--- src/rtl/nes_poll_sequencer.sv ---
// nes_poll_sequencer: drives the NES controller 4021 shift register (latch + shift clock),
// deserialises the eight button bits and publishes them as a registered parallel byte.
// Frames start from an internal poll timer or from an on-demand request.
`timescale 1ns/1ps

module nes_poll_sequencer #(
  parameter int unsigned HALF        = 300,
  parameter int unsigned POLL_PERIOD = 833333
) (
  input  logic       clk,
  input  logic       reset,
  input  logic       en,
  input  logic       poll_now,
  input  logic       sdata,
  output logic       srlatch,
  output logic       srclk,
  output logic [7:0] buttons,
  output logic       valid,
  output logic       changed,
  output logic       busy
);

  // Counter widths and terminal counts
  localparam int unsigned TMR_W = $clog2(POLL_PERIOD);
  localparam int unsigned PH_W  = $clog2(2 * HALF);

  localparam logic [TMR_W-1:0] TMR_LAST = TMR_W'(POLL_PERIOD - 1);
  localparam logic [PH_W-1:0]  PH_LAST  = PH_W'(2 * HALF - 1);
  localparam logic [PH_W-1:0]  LOW_LAST = PH_W'(HALF - 1);
  localparam logic [PH_W-1:0]  HALF_PH  = PH_W'(HALF);

  // Frame states
  localparam logic [1:0] ST_IDLE  = 2'd0;
  localparam logic [1:0] ST_LATCH = 2'd1;
  localparam logic [1:0] ST_SHIFT = 2'd2;
  localparam logic [1:0] ST_DONE  = 2'd3;

  logic [1:0]       r_sync;
  logic [1:0]       r_state;
  logic [TMR_W-1:0] r_tmr;
  logic [PH_W-1:0]  r_ph;
  logic [2:0]       r_bit;
  logic [7:0]       r_shreg;
  logic             r_srlatch;
  logic             r_srclk;
  logic [7:0]       r_buttons;
  logic             r_valid;
  logic             r_changed;
  logic             r_busy;

  logic             w_sd_s;
  logic             w_expire;
  logic             w_start;
  logic             w_ph_end;
  logic             w_capture;
  logic             w_enter_done;
  logic [1:0]       w_state_nx;
  logic [PH_W-1:0]  w_ph_nx;
  logic [2:0]       w_bit_nx;

  assign w_sd_s       = r_sync[1];
  assign w_expire     = en && (r_tmr == TMR_LAST);
  assign w_start      = (r_state == ST_IDLE) && (w_expire || poll_now);
  assign w_ph_end     = (r_ph == PH_LAST);
  assign w_capture    = (r_state == ST_SHIFT) && (r_ph == LOW_LAST);
  assign w_enter_done = (r_state == ST_SHIFT) && (w_state_nx == ST_DONE);

  // Two-flop synchroniser for the asynchronous controller data line
  always_ff @(posedge clk) begin
    if (reset) begin
      r_sync <= 2'b11;
    end else begin
      r_sync <= {r_sync[0], sdata};
    end
  end

  // State register
  always_ff @(posedge clk) begin
    if (reset) begin
      r_state <= ST_IDLE;
    end else begin
      r_state <= w_state_nx;
    end
  end

  // Next-state logic: latch pulse, eight shift bits, one publish cycle
  always_comb begin
    w_state_nx = r_state;
    case (r_state)
      ST_IDLE: begin
        if (w_start) begin
          w_state_nx = ST_LATCH;
        end
      end
      ST_LATCH: begin
        if (w_ph_end) begin
          w_state_nx = ST_SHIFT;
        end
      end
      ST_SHIFT: begin
        if (w_ph_end && (r_bit == 3'd7)) begin
          w_state_nx = ST_DONE;
        end
      end
      ST_DONE: begin
        w_state_nx = ST_IDLE;
      end
      default: begin
        w_state_nx = ST_IDLE;
      end
    endcase
  end

  // Next phase and bit index; both restart at every state boundary
  always_comb begin
    w_ph_nx  = '0;
    w_bit_nx = '0;
    if ((r_state == ST_LATCH) || (r_state == ST_SHIFT)) begin
      if (!w_ph_end) begin
        w_ph_nx = r_ph + PH_W'(1);
      end
    end
    if (r_state == ST_SHIFT) begin
      if (w_ph_end) begin
        w_bit_nx = r_bit + 3'd1;
      end else begin
        w_bit_nx = r_bit;
      end
    end
  end

  // Phase counter and bit index registers
  always_ff @(posedge clk) begin
    if (reset) begin
      r_ph  <= '0;
      r_bit <= '0;
    end else begin
      r_ph  <= w_ph_nx;
      r_bit <= w_bit_nx;
    end
  end

  // Poll timer: free-runs while enabled, held at zero otherwise, restarted by every frame
  always_ff @(posedge clk) begin
    if (reset) begin
      r_tmr <= '0;
    end else if (!en || w_start) begin
      r_tmr <= '0;
    end else if (r_tmr == TMR_LAST) begin
      r_tmr <= '0;
    end else begin
      r_tmr <= r_tmr + TMR_W'(1);
    end
  end

  // Capture one button per shift bit on the last low cycle; data is active-low
  always_ff @(posedge clk) begin
    if (reset) begin
      r_shreg <= '0;
    end else if (w_capture) begin
      r_shreg[r_bit] <= ~w_sd_s;
    end
  end

  // Pin strobes and busy flag, registered from the upcoming state and phase
  always_ff @(posedge clk) begin
    if (reset) begin
      r_srlatch <= 1'b0;
      r_srclk   <= 1'b1;
      r_busy    <= 1'b0;
    end else begin
      r_srlatch <= (w_state_nx == ST_LATCH);
      r_srclk   <= !((w_state_nx == ST_SHIFT) && (w_ph_nx < HALF_PH));
      r_busy    <= (w_state_nx != ST_IDLE);
    end
  end

  // Publish the frame: buttons, valid strobe and change flag appear during DONE
  always_ff @(posedge clk) begin
    if (reset) begin
      r_buttons <= '0;
      r_valid   <= 1'b0;
      r_changed <= 1'b0;
    end else begin
      r_valid   <= w_enter_done;
      r_changed <= w_enter_done && (r_shreg != r_buttons);
      if (w_enter_done) begin
        r_buttons <= r_shreg;
      end
    end
  end

  assign srlatch = r_srlatch;
  assign srclk   = r_srclk;
  assign buttons = r_buttons;
  assign valid   = r_valid;
  assign changed = r_changed;
  assign busy    = r_busy;

endmodule

--- config.mk ---
export PLATFORM = sky130hd
export DESIGN_NAME = nes_poll_sequencer
export DESIGN_NICKNAME = d
export VERILOG_FILES = /design/src/rtl/nes_poll_sequencer.sv
export SDC_FILE = /design/constraint.sdc
export NUM_CORES = 1
export LEC_CHECK = 0
export CAP_MARGIN = 20
export CORE_MARGIN = 3
export CORE_UTILIZATION = 30
export CTS_BUF_LIST = sky130_fd_sc_hd__clkbuf_2
export CTS_CLUSTER_SIZE = 16
export DETAILED_ROUTE_END_ITERATION = 7
export GPL_ROUTABILITY_DRIVEN = 1
export MAX_ROUTING_LAYER = met4
export SLEW_MARGIN = 20
export SYNTH_ARGS = -nofsm -noshare
export SYNTH_HDL_FRONTEND = slang
export SYNTH_SLANG_ARGS = --single-unit
--- constraint.sdc ---
create_clock -name clk -period 2.3 [get_ports clk]
set_input_delay 0.345 -clock clk [delete_from_list [all_inputs] [get_ports clk]]
set_output_delay 0.345 -clock clk [all_outputs]
set_load 0.02 [all_outputs]
== Yosys cells after proc, flatten, opt, wreduce, memory -nomap -nowiden ==
Index checks and enable logic that the tools add are counted.
Cells by class
  order comparisons: 3
  reduce and logical (&&, ||, !) cells: 17
  multiplexer cells: 9
  equality and inequality tests: 11
  add/sub/neg operators: 3
  bitwise gates (word level): 2
Operators by type and width (number)
  20-bit by 1-bit adder with 20-bit output (second input constant): 1
  20-bit equality test (second input constant): 1
  10-bit two-way mux: 2
  10-bit by 1-bit adder with 10-bit output (second input constant): 1
  10-bit equality test (second input constant): 1
  10-bit by 9-bit equality test with 1-bit output (second input constant): 1
  10-bit by 9-bit less-than comparator with 1-bit output (second input constant): 1
  8-bit bitwise mux: 1
  2-bit equality test (second input constant): 4
  1-bit logical AND: 8
  8-bit inequality test: 1
  2-bit one-hot mux with 4 select lines: 1
  2-bit two-way mux: 3
  2-bit by 1-bit equality test with 1-bit output (second input constant): 2
  3-bit by 4-bit less-than comparator with 1-bit output (second input constant): 1
  3-bit by 1-bit adder with 3-bit output (second input constant): 1
  1-bit demux with 3-bit select: 1
  3-bit equality test (second input constant): 1
  3-bit by 1-bit greater-or-equal comparator with 1-bit output (second input constant): 1
  1-bit logical OR: 3
  3-bit OR reduction: 1
  1-bit logical NOT: 2
  2-bit logical NOT: 1
  1-bit NOT: 2
  3 further kinds: 3
Storage, ports and cells
  word-level logic and storage cells: 57
  output and inout bits: 13
  register bits after elaboration: 58
  input bits: 5

== Depth between registers and ports, before layout ==
Gate-level depths: netlist (run 1).
  depth after elaboration: 9
  depth in mapped cells: 8
  mapped depth without buffers: 7

== Worst setup path after synthesis (run 1) ==
No wires, ideal clock.
  path kind: reg-to-reg
  from: register r_ph[0]
  to: register r_shreg[1]
  required time: 2173 ps
  buffers on the path: 1
  library setup time: 127 ps
  data arrival time: 1836 ps
  period minus slack after synthesis: 1962 ps
  slack: 338 ps
  stages on the path, launching flop included: 8
  cells stage by stage: dfxtp_1 -> ha_1 -> clkbuf_1 -> nand2b_1 -> or4_4 -> nor3_1 -> mux2i_1 -> nor2_1
On the way
  longest elaborated chain between the ends: 2
RTL lines
  start: declaration: line 41  | logic [PH_W-1:0] r_ph;
  start signal: assignment: line 138  | r_ph <= w_ph_nx;
  10-bit by 9-bit equality test with 1-bit output: line 65  | assign w_capture = (r_state == ST_SHIFT) && (r_ph == LOW_LAST);
  1-bit logical AND: line 65
  end signal: indexed assignment: line 161  | r_shreg[r_bit] <= ~w_sd_s;
  end: declaration: line 43  | logic [7:0] r_shreg;
No other way between the ends.
A chain may end at the register's enable or synchronous reset.

== Worst setup path in the final report (run 1) ==
  from: register r_state[0]
  to: register r_buttons[0] (netlist: buttons[0])
On the way
  longest elaborated chain between the ends: 6
RTL lines
  start: declaration: line 39  | logic [1:0] r_state;
  start signal: assignment: line 82  | r_state <= w_state_nx;
  2-bit logical NOT: line 63, 89
  1-bit logical AND: line 63  | assign w_start = (r_state == ST_IDLE) && (w_expire || poll_now);
  2-bit two-way mux: line 91  | if (w_start) begin
  2-bit one-hot mux with 4 select lines: line 89  | case (r_state)
  2-bit equality test: line 66  | assign w_enter_done = (r_state == ST_SHIFT) && (w_state_nx == ST_DONE);
  1-bit logical AND (*): line 66
  end signal: assignment: line 188  | r_buttons <= r_shreg;
  end: declaration: line 46  | logic [7:0] r_buttons;
Every way passes the cells marked *; elsewhere a longest branch is shown, timed or not.

==> impl_metrics.csv, run 1 <==
group,metric,value,unit
run_status,status,"complete, no violations",
pwr,max-vdd-ir-drop,0.306,mV
grt,grt_pass1_vias,2083,
clock_network,postCtsHoldBufs,0,
sta,fmax,0.479,GHz
yosys,synth_fp_nets,331,
yosys,synthTopCellsByArea,"dfxtp_1 (41%), nor2_1 (6.4%), xnor2_1 (5.9%), nand2b_1 (5.1%), mux2i_1 (4.9%)",
job,cap_violations,0,
setup_path,cp_data_arrival_time,2.49,ns
sta,hold_ws,0.429,ns
detailed_routing,drt_first_pass_iters,4,
yosys,syn_inst,318,
setup_path,rr_startpoint,"r_state[0]",
pwr,power.density,492,mW/mm²
floorplanning,top_level_ports,18,
setup_path,cp_cell_sequence,"inv_1, ha_1, nand2b_1, nor4_2, o21ai_0, and3b_1, buf_4, mux2i_1",
yosys,syn_area,0.00284,mm²
detailed_routing,drcViolationCount,0,
yosys,yosysTopAreaCell,"dfxtp_1",
yosys,synth_top_cell_area_share,0.410,
yosys,synthArstFlopShare,0,
sta,setup_violations,0,
setup_path,crit_path_start_kind,"register",
yosys,yosysSeqAreaShare,0.410,
place,hpwlAfterDp,4050,µm
grt,grt_overflow,0,
yosys,synth_top_flop_cell,"dfxtp_1",
clock_network,cts_tree,"done",
clock_network,cts-root-buf,"clkbuf_2",
pwr,combPwrFrac,0.052,
pwr,pwr-share-seq,0.643,
clock_network,cts_made_buffers,9,
clock_network,clock_path_buffers,2,
pwr,internal_power,1.19,mW
detailed_routing,final_antenna_net_count,0,
setup_path,cp-startpoint,"r_state[0]",
detailed_routing,wl,5540,µm
setup_path,slowest_delay,0.41,ns
setup_path,cp_max_fo,8,
floorplanning,start_util,0.317,
floorplanning,coreArea,0.00893,mm²
final_layout,layout-drive-gt1-share,0.104,
setup_path,cp.required,2.70,ns
sta,min_period_over_period,0.909,
setup_path,r2r_cells,8,
final_layout,antenna_cells,0,
clock_network,clock-sinks,58,
setup_path,crit_path_end_kind,"register",
yosys,synth_cell_types,45,
sta,fin_ws,0.210,ns
yosys,postSynthAreaPerCell,8.92,µm²
sta,tns,0,ns
sta,timing_hold_violations_final,0,
pwr,p_clk_frac,0.305,
final_layout,fin_cells,455,
sta,period_minus_slack,2.09,ns
detailed_routing,viasPerCell,4.79,
floorplanning,rows,34,
clock_network,clkLatencyLatePin,0.46,ns
hold_path,worstHoldPathCells,2,
pwr,p_sw_frac,0.252,
detailed_routing,drt-initial-drc-count,108,
yosys,ys_seq_elements,58,
floorplanning,dieArea,0.0107,mm²
place,portBuffers,17,
detailed_routing,wl_per_cell,12.2,µm
place,placed_cells,440,
detailed_routing,vias,2179,
grt,grt_usage,0.116,
grt,antenna_found_initial,0,
pwr,power.switching,0.400,mW
yosys,yosysWarnings,0,
setup_path,crit_slowest_cell,"dfxtp_1",
yosys,synth_edf_count,0,
grt,grt_max_degree,25,
final_layout,areaGrowthSynthToFinish,14.2,%
place,place_ws,0.174,ns
hold_path,hp-class,"in2reg",
floorplanning,die_height,103,µm
sta,worst_slew_pin_slew,0.538,ns
sta,fin_skew,0.0272,ns
sta,slew_viol_final,0,
setup_path,critPathKind,"reg2reg",
grt,grt_pass1_wl,9370,µm
hold_path,worstHoldStart,"sdata",
floorplanning,die_w,103,µm
clock_network,cts.clk_slew.worst_paths,0.16,ns
sta,max_slew_margin,0.636,
sta,rsz0062_at_grt,"false",
final_layout,fin_nets,356,
pwr,p_leak,1.16,nW
place,globalplace.congestion,0.837,
clock_network,htreeDepth,3,
[registers in the layout, indices dropped and copies added, names as in the netlist]
| signal | count |
|---|---|
| busy | 1 |
| buttons | 8 |
| changed | 1 |
| r_bit | 3 |
| r_ph | 10 |
| r_shreg | 8 |
| r_state | 2 |
| r_sync | 2 |
| r_tmr | 20 |
| srclk | 1 |
| srlatch | 1 |
| valid | 1 |
[logic make-up after synthesis]
kind of cell	after synthesis	share of synthesized area
buf+inv	31	0.0477
mux	14	0.0494
compound gates	21	0.0516
xor+xnor	34	0.105
fa+ha+maj	8	0.0353
simple gates	152	0.301
flops	58	0.410
[cell usage in the layout, fill, tap and decap left out, drive strengths merged, types with 4 or more instances in the layout]
cell type / netlist / final
a211oi: 5 / 5
xor2: 15 / 15
nor3: 10 / 10
nor2: 48 / 48
nand3: 15 / 15
xnor2: 19 / 19
clkdlybuf4s50: 0 / 17
and4: 4 / 4
ha: 8 / 8
dfxtp: 58 / 58
a21oi: 5 / 5
nor4: 7 / 7
buf: 4 / 12
nand2b: 23 / 23
inv: 16 / 16
clkbuf: 11 / 11
nand2: 13 / 13
or2: 4 / 4
mux2i: 14 / 14
nand4b: 4 / 4
and3: 4 / 4
[power by group through the flow]
| stage | clock [mW] | combinational (mW) | sequential (mW) |
|---|---|---|---|
| 6_report | 0.486 | 0.0827 | 1.02 |
| 5_1_grt | 0.557 | 0.0923 | 1.02 |
| 3_3_place_gp | 0 | 0.0829 | 1.04 |
| 3_5_place_dp | 0 | 0.0832 | 1.04 |
| 2_1_floorplan | 0 | 0.0478 | 1.05 |
| 4_1_cts | 0.516 | 0.0838 | 1.02 |
[Yosys cell counts (all sizes together) (2+ instances only)]
cell,n
nand4b,4
nand3b,3
or4,2
ha,8
o311ai,2
dfxtp,58
o21ai,2
xnor2,19
nor4,7
a211oi,5
nand4,2
inv,16
and3,4
nor3,10
nand2,13
nand3,15
nor3b,3
o31a,2
and2,3
clkbuf,11
a21oi,5
and4,4
xor2,15
nor2,48
nand2b,23
buf,4
or2,4
mux2i,14
[per-layer routing]
| metal | up-vias | global-route usage | part of all wire |
|---|---|---|---|
| met5 | - | - | 0 |
| met4 | 0 | 0.0438 | 0.014 |
| met1 | 1008 | 0.136 | 0.47 |
| li1 | 1129 | - | - |
| met3 | 8 | 0.0402 | 0.030 |
| met2 | 34 | 0.184 | 0.48 |
[through the flow]
step / cell area, µm² / utilization / total power [mW]
final: 3240 / 0.362 / 1.59
after global routing: 3240 / 0.362 / 1.67
after CTS: 3230 / 0.362 / 1.62
after detailed placement: 3160 / 0.353 / 1.13
after global placement: 3160 / 0.353 / 1.13
after floorplan: 2840 / - / 1.10
[worst max-delay path: cells and delay by family (launching register included)]
family / cells / cell delay [ns]
and+or+nand+nor: 3 / 0.73
DFF: 1 / 0.41
buffers and inverters: 2 / 0.28
adders and majority gates: 1 / 0.27
muxes: 1 / 0.20
AOI/OAI and AO/OA: 1 / 0.14
[timing repair]
item / 4_1_cts / 5_1_grt
endpoints found under the hold margin: 0 / 0
buffers inserted: 0 / 0
endpoints found under the setup margin: 0 / 8
gates resized for setup: 0 / 1
[final cells by class]
cell class                 count  area, µm²
fill                         912       5700
multi-input combinational    229       1550
sequential                    58       1160
timing repair buffer          29        260
tap                          108        135
inverter                      16       60.1
clock buffer                  11       55.1
clock inverter                 4       20.0
[final timing paths]
kind,endpoint,slack (ns)
worst min-delay path,r_sync[0],0.43
worst min register to register,r_sync[1],0.43
worst max-delay path,buttons[0],0.21
worst max register to register,buttons[0],0.21
Note: power is estimated with default switching activity, not from simulation.
==> run 2: changes to the inputs <==
Clock period 2.3 ns to 2.35 ns, I/O delays scaled along.
==> impl_metrics.csv, run 2 (synthesis results as in run 1) <==
group,metric,value,unit
pwr,p_leak,1.15,nW
final_layout,final_util,0.361,
detailed_routing,drcViolationCount,0,
detailed_routing,wl,5430,µm
final_layout,largest_register_ffs,20,
setup_path,crit_path_end_kind,"register",
clock_network,cts.clk_slew.worst_paths,0.15,ns
final_layout,top_regs,"r_tmr: 20 flops, r_ph: 10 flops",
run_status,status,"complete, no violations",
grt,grt_usage,0.115,
setup_path,cp-startpoint,"r_state[0]",
sta,max_slew_margin,0.655,
setup_path,slowest_delay,0.41,ns
detailed_routing,vias,2117,
clock_network,cts_made_buffers,9,
floorplanning,start_util,0.317,
final_layout,fill_cells,928,
final_layout,multi_input_area,0.00155,mm²
floorplanning,dieArea,0.0107,mm²
floorplanning,top_level_ports,18,
place,place_ws,0.209,ns
floorplanning,die_height,103,µm
clock_network,post_cts_buffers,0,
pwr,power.density,521,mW/mm²
clock_network,htreeDepth,3,
setup_path,rr_startpoint,"r_state[0]",
detailed_routing,wl_per_cell,12.0,µm
setup_path,cp_data_arrival_time,2.47,ns
sta,slew_viol_final,0,
place,hpwlAfterDp,3950,µm
pwr,fin_total_pwr,1.68,mW
clock_network,cts-root-buf,"clkbuf_2",
setup_path,cp_max_fo,8,
sta,setup_violations,0,
final_layout,fin_nets,351,
place,globalplace.congestion,0.809,
final_layout,final_common_cell,"dfxtp_1",
job,cap_violations,0,
hold_path,hp-class,"reg2reg",
sta,worst_slew_pin_slew,0.510,ns
grt,grt_max_degree,28,
setup_path,crit_slowest_cell,"dfxtp_1",
sta,period_minus_slack,2.08,ns
grt,antenna_found_initial,0,
final_layout,final_cell_mix,"dfxtp_1 (58), nor2_1 (48), nand2b_1 (23), xnor2_1 (19), clkdlybuf4s50_1 (17)",
sta,fin_ws,0.269,ns
clock_network,clock-sinks,58,
setup_path,crit_path_start_kind,"register",
floorplanning,coreArea,0.00893,mm²
clock_network,clkLatencyLatePin,0.46,ns
detailed_routing,viasPerCell,4.69,
floorplanning,rows,34,
detailed_routing,drt_first_pass_iters,4,
final_layout,areaGrowthSynthToFinish,13.8,%
detailed_routing,drt-initial-drc-count,120,
final_layout,seq_area,0.00116,mm²
sta,fmax,0.481,GHz
pwr,max-vdd-ir-drop,0.276,mV
place,dpl-instance-area,0.00312,mm²
setup_path,cp.required,2.74,ns
final_layout,postLayoutCellArea,0.00323,mm²
setup_path,critPathKind,"reg2reg",
sta,min_period_over_period,0.886,
place,portBuffers,17,
clock_network,cts.repair.resized,0,
final_layout,fin_cells,451,
sta,fin_skew,0.0132,ns
sta,rsz0062_at_grt,"false",
final_layout,largest_register,"r_tmr",
sta,tns,0,ns
sta,timing_hold_violations_final,0,
setup_path,cp_cell_sequence,"inv_1, ha_1, nand2b_1, nor4_2, o21ai_1, and3b_1, buf_4, mux2i_1",
detailed_routing,final_antenna_net_count,0,
grt,grt_pass1_vias,1979,
final_layout,layout-drive-gt1-share,0.0933,
floorplanning,die_w,103,µm
sta,hold_ws,0.433,ns
final_layout,antenna_cells,0,
clock_network,clock_path_buffers,2,
place,placed_cells,435,
clock_network,postCtsHoldBufs,0,
clock_network,cts_tree,"done",
hold_path,worstHoldStart,"r_sync[0]",
grt,grt_pass1_wl,9220,µm
grt,grt_overflow,0,
-- run 2: worst max-delay path, delay by kind of cell (launching register included) --
family | cells | cell delay (ns)
simple gates | 3 | 0.73
fa+ha+maj | 1 | 0.27
buf+inv | 2 | 0.27
flops | 1 | 0.41
mux | 1 | 0.20
compound gates | 1 | 0.15
-- run 2: layout make-up --
| type | count | share of cell area |
|---|---|---|
| multi-input combinational | 229 | 0.479 |
| sequential | 58 | 0.360 |
| timing repair buffer | 24 | 0.0690 |
| tap | 108 | 0.0419 |
| clock buffer | 12 | 0.0186 |
| inverter | 16 | 0.0186 |
| clock inverter | 4 | 0.0132 |
-- run 2: layer usage --
metal	vias to the layer above	track usage	share of wire
met1	965	0.139	0.49
met4	0	0.0418	0.0037
li1	1113	-	-
met3	4	0.0510	0.037
met2	35	0.171	0.47
met5	-	-	0
-- run 2: report_power, final --
group	switching, mW	internal (mW)	total, mW
combinational	0.0433	0.0362	0.0795
clock	0.349	0.252	0.600
sequential	0.00678	0.994	1.00
-- run 2: worst paths after layout --
| kind | slack (ns) | to | depth (start not counted) |
|---|---|---|---|
| min | 0.43 | r_sync[1] | 1 |
| max reg2reg | 0.27 | buttons[5] | 8 |
| max | 0.27 | buttons[5] | 8 |
| min reg2reg | 0.43 | r_sync[1] | 1 |
